File: config.mk
export PLATFORM = sky130hd
export DESIGN_NAME = muldiv_sequencer
export DESIGN_NICKNAME = d
export VERILOG_FILES = /design/src/rtl/muldiv_sequencer_pkg.sv /design/src/rtl/muldiv_decode.sv /design/src/rtl/muldiv_sequencer.sv
export SDC_FILE = /design/constraint.sdc
export NUM_CORES = 1
export LEC_CHECK = 0
export ABC_AREA = 1
export ABC_CLOCK_PERIOD_IN_PS = 1400
export CAP_MARGIN = 20
export CORE_UTILIZATION = 40
export DETAILED_ROUTE_END_ITERATION = 7
export GPL_ROUTABILITY_DRIVEN = 0
export PLACE_DENSITY = 0.86
export SYNTH_ARGS = -nofsm -noshare
export SYNTH_HDL_FRONTEND = slang
export SYNTH_SLANG_ARGS = --single-unit
File: constraint.sdc
create_clock -name clock -period 1.4 [get_ports clock]
set_input_delay 0.28 -clock clock [delete_from_list [all_inputs] [get_ports clock]]
set_output_delay 0.28 -clock clock [all_outputs]
set_load 0.02 [all_outputs]
File: src/rtl/muldiv_sequencer_pkg.sv
// Shared constants for the multiply/divide sequencer: opcode encodings,
// default timeout and the sequencer state encoding.
package muldiv_sequencer_pkg;

    localparam logic [4:0] PKG_OPC_ALU = 5'b00000;
    localparam logic [4:0] PKG_OP_MULT = 5'b00110;
    localparam logic [4:0] PKG_OP_DIV  = 5'b00111;
    localparam int         PKG_MAX_LAT = 40;

    typedef enum logic [1:0] {
        ST_IDLE = 2'd0,
        ST_RUN  = 2'd1,
        ST_DONE = 2'd2
    } seq_state_t;

endpackage

File: src/rtl/muldiv_decode.sv
// Combinational decode of ALU-class multiply/divide instructions.
module muldiv_decode
    import muldiv_sequencer_pkg::*;
#(
    parameter logic [4:0] OPC_ALU = PKG_OPC_ALU,
    parameter logic [4:0] OP_MULT = PKG_OP_MULT,
    parameter logic [4:0] OP_DIV  = PKG_OP_DIV
) (
    input  logic [31:0] ir,
    output logic        hit,
    output logic        is_div
);

    logic unused_ir_bits;

    assign is_div = (ir[6:2] == OP_DIV);
    assign hit    = (ir[31:27] == OPC_ALU) && ((ir[6:2] == OP_MULT) || is_div);

    // Only the opcode and ALU-op fields take part in the decode.
    assign unused_ir_bits = ^{ir[26:7], ir[1:0]};

endmodule

File: src/rtl/muldiv_sequencer.sv
// Issues start pulses to an external multdiv unit, stalls the pipeline while it
// runs and reports completion, exception or timeout with the latched rd tag.
module muldiv_sequencer
    import muldiv_sequencer_pkg::*;
#(
    parameter logic [4:0] OPC_ALU = PKG_OPC_ALU,
    parameter logic [4:0] OP_MULT = PKG_OP_MULT,
    parameter logic [4:0] OP_DIV  = PKG_OP_DIV,
    parameter int         MAX_LAT = PKG_MAX_LAT
) (
    input  logic        clock,
    input  logic        reset,
    input  logic        ir_valid,
    input  logic [31:0] ir,
    input  logic        flush,
    input  logic        data_resultRDY,
    input  logic        data_exception,
    output logic        ctrl_Mult,
    output logic        ctrl_Div,
    output logic        stall,
    output logic        done,
    output logic        is_div,
    output logic [4:0]  rd_tag,
    output logic        exc,
    output logic        timeout
);

    localparam logic [7:0] CNT_SAT  = 8'(MAX_LAT);
    localparam logic [7:0] CNT_LAST = 8'(MAX_LAT - 1);

    seq_state_t state_q, state_d;
    logic [7:0] cnt_q, cnt_d;
    logic       is_div_q, is_div_d;
    logic [4:0] rd_tag_q, rd_tag_d;
    logic       exc_q, exc_d;
    logic       timeout_q, timeout_d;

    logic dec_hit;
    logic dec_is_div;
    logic accept;
    logic first_run;

    muldiv_decode #(
        .OPC_ALU (OPC_ALU),
        .OP_MULT (OP_MULT),
        .OP_DIV  (OP_DIV)
    ) u_decode (
        .ir     (ir),
        .hit    (dec_hit),
        .is_div (dec_is_div)
    );

    assign accept = ir_valid && dec_hit && !flush;
    // The counter is cleared at accept, so zero marks the start-pulse cycle.
    assign first_run = (state_q == ST_RUN) && (cnt_q == 8'd0);

    always_comb begin
        state_d   = state_q;
        cnt_d     = cnt_q;
        is_div_d  = is_div_q;
        rd_tag_d  = rd_tag_q;
        exc_d     = exc_q;
        timeout_d = timeout_q;

        case (state_q)
            ST_IDLE, ST_DONE: begin
                if (accept) begin
                    state_d   = ST_RUN;
                    cnt_d     = 8'd0;
                    is_div_d  = dec_is_div;
                    rd_tag_d  = ir[26:22];
                    exc_d     = 1'b0;
                    timeout_d = 1'b0;
                end else begin
                    state_d = ST_IDLE;
                end
            end
            ST_RUN: begin
                if (flush) begin
                    state_d = ST_IDLE;
                end else begin
                    if (cnt_q != CNT_SAT) begin
                        cnt_d = cnt_q + 8'd1;
                    end
                    // A real result beats a coincident timeout.
                    if (data_resultRDY && !first_run) begin
                        state_d   = ST_DONE;
                        exc_d     = data_exception;
                        timeout_d = 1'b0;
                    end else if (cnt_q == CNT_LAST) begin
                        state_d   = ST_DONE;
                        exc_d     = 1'b0;
                        timeout_d = 1'b1;
                    end
                end
            end
            default: begin
                state_d = ST_IDLE;
            end
        endcase
    end

    always_ff @(posedge clock or negedge reset) begin
        if (!reset) begin
            state_q   <= ST_IDLE;
            cnt_q     <= 8'd0;
            is_div_q  <= 1'b0;
            rd_tag_q  <= 5'd0;
            exc_q     <= 1'b0;
            timeout_q <= 1'b0;
        end else begin
            state_q   <= state_d;
            cnt_q     <= cnt_d;
            is_div_q  <= is_div_d;
            rd_tag_q  <= rd_tag_d;
            exc_q     <= exc_d;
            timeout_q <= timeout_d;
        end
    end

    assign stall     = (state_q == ST_RUN);
    assign done      = (state_q == ST_DONE);
    assign ctrl_Mult = first_run && !is_div_q;
    assign ctrl_Div  = first_run && is_div_q;
    assign is_div    = is_div_q;
    assign rd_tag    = rd_tag_q;
    assign exc       = exc_q;
    assign timeout   = timeout_q;

endmodule

==> Word level (Yosys, flattened, before mapping) <==
Cells that the tools add are included.
{ "op_classes": {"reduce_logical": 19, "mux": 18, "n_eq_ne": 11, "n_addsub": 1} }
{ "op_table": {"columns": ["cell", "n"], "rows": [
  ["$mux W8", 3],
  ["$pmux W8 S2", 1],
  ["$eq A5 B3 Y1 const B", 2],
  ["$add A8 B1 Y8 const B", 1],
  ["$eq A8 B6 Y1 const B", 1],
  ["$logic_not A8 Y1", 1],
  ["$mux W1", 8],
  ["$ne A8 B6 Y1 const B", 1],
  ["$reduce_and A4 Y1", 2],
  ["$logic_and A1 B1 Y1", 7],
  ["$mux W2", 3],
  ["$logic_not A5 Y1", 1],
  ["$ne A2 B2 Y1 const B", 2],
  ["$ne A4 B2 Y1 const B", 1],
  ["$pmux W1 S2", 2],
  ["$pmux W2 S2", 1],
  ["$logic_not A1 Y1", 3],
  ["$ne A3 B1 Y1 const B", 1],
  ["$eq A2 B1 Y1 const B", 1],
  ["$eq A2 B2 Y1 const B", 1],
  ["$logic_not A2 Y1", 1],
  ["$ne A2 B1 Y1 const B", 1],
  ["$reduce_and A2 Y1", 1],
  ["$reduce_bool A2 Y1", 1],
  ["2 further kinds", 2]
]} }
{ "totals": {"ff_bits": 18} }

==> Logic depth before layout (Yosys ltp) <==
{ "depth": {"depth_word": 7, "depth_mapped": 10, "mapped_depth_nobuf": 10} }

==> By module <==
A second synthesis with hierarchy kept.
{ "hier_totals": {"cells_unflattened": 134, "hier_area_um2": 1073.5} }
{ "by_module_without_submodules": {"columns": ["mod", "area_each_um2", "instances", "seq_area_each_um2", "cells_per_inst"], "rows": [
  ["muldiv_sequencer", 1022.2, 1, 450.4, 123],
  ["muldiv_decode", 51.3, 1, 0.0, 11]
]} }

==> Least setup slack after synthesis <==
OpenSTA, ideal clock, no wires.
{ "synth_timing": {"kind": "register -> output", "from": "register cnt_q[0]", "to": "output ctrl_Div", "stages_incl_launch_ff": 7, "arrival_time_ns": 1.132, "slack_ns": -0.012, "n_path_buf": 0, "path_cell_list": "dfrtp_1 > inv_1 > ha_1 > nand2_1 > nor2_2 > nand2_1 > nor2_1"} }
{ "synth_via": {"elab_chain_cells": 3} }
{ "synth_lines": {"columns": ["element", "line", "rtl"], "rows": [
  ["start, declared", "muldiv_sequencer.sv:32", "logic [7:0] cnt_q, cnt_d;"],
  ["start signal, assigned", "muldiv_sequencer.sv:113", "cnt_q <= cnt_d;"],
  ["$logic_not A8 Y1", "muldiv_sequencer.sv:55", "assign first_run = (state_q == ST_RUN) && (cnt_q == 8'd0);"],
  ["$logic_and A1 B1 Y1", "muldiv_sequencer.sv:55", null],
  ["$logic_and A1 B1 Y1", "muldiv_sequencer.sv:124", "assign ctrl_Div = first_run && is_div_q;"],
  ["end, declared", "muldiv_sequencer.sv:19", "output logic ctrl_Div,"]
]} }
No other way between the ends.

==> Worst setup path in the final report <==
{ "layout_timing": {"from": "register cnt_q[5]", "to": "output ctrl_Mult"} }
{ "layout_via": {"elab_chain_cells": 3} }
{ "layout_lines": {"columns": ["element", "line", "rtl"], "rows": [
  ["$logic_not A8 Y1", "muldiv_sequencer.sv:55", null],
  ["$logic_and A1 B1 Y1", "muldiv_sequencer.sv:55", null],
  ["$logic_and A1 B1 Y1", "muldiv_sequencer.sv:123", "assign ctrl_Mult = first_run && !is_div_q;"],
  ["end, declared", "muldiv_sequencer.sv:18", "output logic ctrl_Mult,"]
]} }
No other way between the ends.

==> summary.md <==
| Metric | Value |
|---|---|
| Fin crit period | `between 1.5 and 2 ns` |
| CP max stage cell | `dfrtp_1` |
| Crit path depth | `6` |
| P_leak | `between 0.9 and 1 nW` |
| Worst Path Arrival | `around 1.4 ns` |
| # diodes | `0` |
| TritonCTS clock tree | `done` |
| Register Area | `~450 um2` |
| Top routing layer in use | `met4` |
| Power Dens Cells | `between 400 and 500 nW/um2` |
| Nets | `244` |
| Initial Utilization | `42.9%` |
| Vias in the first global route | `between 1000 and 1500` |
| NetSw | `211 uW` |
| Root Driver | `clkbuf_4` |
| Leading area contributor after synthesis | `dfrtp_1` |
| Cell Rows | `18` |
| Routed Antenna Nets | `0` |
| Worst-Margin Slew | `around 0.24 ns` |
| CP required | `around 1.1 ns` |
| Synth unique cells | `24` |
| Post-synth top area share | `roughly two fifths` |
| Post-detail-place hpwl | `between 1500 and 2000 um` |
| Longest Clk Path Bufs | `2` |
| Detailed-route via count | `about 1200` |
| Core ar. | `between 2000 and 2500 um2` |
| Share of cells above drive strength 1 | `42.6%` |
| R2r setup slk | `-0.08 ns` |
| Clk Latency, worst-skew pair | `0.28 ns` |
| Synth Cell Area | `about 1100 um2` |
| 1st-iter DRT viols | `24` |
| Area contributors post-synth | `dfrtp_1 (42%), nand2_1 (16%), inv_1 (8.4%), nor2_1 (5.2%), o21ai_2 (4.9%)` |
| Met2 routed WL | `1700 um` |
| Crit share post-route | `119%` |
| Unrepaired setup endpoints after global routing | `yes` |
| Comb power frac | `between 10 and 15%` |
| Clock Sinks | `18` |
| Commonest non-fill, non-tap cell in the layout | `nand2_1` |
| Syn Nets | `184` |
| Crit path max fanout | `3` |
| Register-to-Register Path Depth | `12` |
| Worst-path clk slew | `0.10 ns` |
| Horiz. Die Dim | `53.8 um` |
| Post-layout util | `approximately three quarters` |
| Area of the multi-input gates | `712 um2` |
| Switching Fraction | `~23%` |
| CP Buf/Inv Count | `1` |
| Critical Path, Cell by Cell | `nor2_1 > nand2_1 > nor2_2 > nand2_2 > nor2_2 > buf_6` |
| Tot GR Track Use | `between 20 and 25%` |
| Failing checks | `negative setup slack` |
| Remaining DRCs | `0` |
| Grt ovf | `0` |
| Hold slack | `~0.32 ns` |
| Synth Register Bits | `18` |
| WS Path Type | `reg2out` |
| First-pass GRT wire length | `between 4000 and 5000 um` |
| Area added between synthesis and finish | `72.5%` |
| CP Launch Type | `flop` |
| Cell-internal power | `701 uW` |
| Metal3 WL | `between 150 and 200 um` |
| Largest net degree at the start of global routing | `19` |
| Run status | `finished with violations` |
| CTS buffer count | `3` |
| I/O Pins | `50` |
| Cells after synthesis | `approximately 140` |
| Initial antenna violation count | `0` |
| Total Wirelength | `approximately 3200 um` |
| Most frequent cells in the layout | `nand2_1 (31), clkdlybuf4s50_1 (19), buf_4 (19)` |
| Die height | `roughly 54 um` |
| Final hold vios | `0` |
| Clock share of power | `27.4%` |
| Min-Delay Path Class | `in2async` |
| Max cap viols | `0` |
| Filler cells | `approximately 160` |
| Final Power | `around 900 uW` |
| Final setup margin | `-0.271 ns` |
| Sequential power share | `58.1%` |
| Met1 WL | `1230 um` |
| Final Setup Violations | `12` |
| Routed length per placed instance | `around 14 um` |
| CTS H-tree depth | `1` |
| Die area | `2890 um2` |
| DRT Pass-1 Iters | `6` |
| Most frequent CP cell | `nor2_2` |
| Avg Inst Size Synth | `7.46 um2` |
| Share of the yosys chip area belonging to registers | `between 40% and 50%` |
| Synth warnings | `0` |
| Critical path capture point type | `output port` |
| Slew margin rel. | `83.8%` |
| CP delay by family, top | `simple AND/OR/NAND/NOR gates` |
| Vias per inst | `approximately 5` |
| Crit path largest cell delay | `~0.40 ns` |
| Clock Skew | `around 0.0020 ns` |
| Count of pins over their slew limit | `0` |
| Peak supply drop | `about 510 uV` |
| PortBufs | `32` |
| FMAX | `599 MHz` |
==> state kept, by name, summed over array words and instances (netlist names) <==
signal and cells:
is_div 1, rd_tag 5, exc 1, timeout 1, state_q 2, cnt_q 8
==> kinds of logic after synthesis <==
kind of cell / count (synthesis) / synth area share [%]
buf+inv: 26 / 9.79
fa+ha+maj: 2 / 2.33
simple gates: 84 / 36.9
xor+xnor: 1 / 0.816
compound gates: 13 / 8.16
flops: 18 / 42.0
==> power groups by stage <==
stage                     clock network (mW)  registers, mW  logic, mW
after floorplan                            0          0.546     0.0254
after global placement                     0          0.539      0.116
after detailed placement                   0          0.539      0.118
after CTS                              0.262          0.529      0.124
after global routing                   0.274          0.530      0.145
final                                  0.250          0.530      0.133
==> area by class of cell <==
cell class / instances / share of cell area [%]
multi-input combinational: 100 / 38.4
timing repair buffer: 56 / 28.9
sequential: 18 / 24.3
inverter: 25 / 5.07
tap: 30 / 2.03
clock buffer: 3 / 1.22
==> cell usage after synthesis (all sizes together) <==
cell type	number
nand2	49
inv	25
nor2	19
dfrtp	18
o21ai	10
nand3	9
a21oi	3
ha	2
nand4	2
or2	2
and2	1
buf	1
nand3b	1
nor3	1
xor2	1
==> what timing repair did <==
item / CTS / global route
endpoints found under the setup margin: 23 / 23
gates cloned: 0 / 1
hold buffers: 0 / 0
buffers inserted: 7 / 4
gates resized for setup: 51 / 46
pin swaps: 13 / 27
hold endpoints to repair: 0 / 0
==> per-layer routing <==
| metal | track usage (%) | up-vias |
|---|---|---|
| li1 | - | 555 |
| met5 | 0 | - |
| met2 | 41.4 | 36 |
| met1 | 22.5 | 555 |
| met3 | 4.24 | 10 |
| met4 | 12.7 | 0 |
==> per-stage QoR <==
stage	setup WS [ns]	cells	setup TNS (ns)	cell area, um2
after detailed placement	-0.419	223	-4.40	1560
after floorplan	-0.0123	144	-0.0247	1070
after global placement	-0.372	223	-3.50	1560
after CTS	-0.280	231	-1.96	1670
after global routing	-0.371	232	-2.03	1850
final	-0.271	232	-0.804	1850
==> final timing paths <==
check                                     startpoint                   end
worst min register to register       exc$_DFFE_PN0P_       exc$_DFFE_PN0P_
worst max register to register  cnt_q[0]$_DFFE_PN0P_  cnt_q[6]$_DFFE_PN0P_
worst min-delay path                           reset  cnt_q[4]$_DFFE_PN0P_
worst max-delay path            cnt_q[5]$_DFFE_PN0P_             ctrl_Mult
min in group clock                   exc$_DFFE_PN0P_       exc$_DFFE_PN0P_
max in group asynchronous                      reset  cnt_q[1]$_DFFE_PN0P_
(Power assumes the default switching activity.)
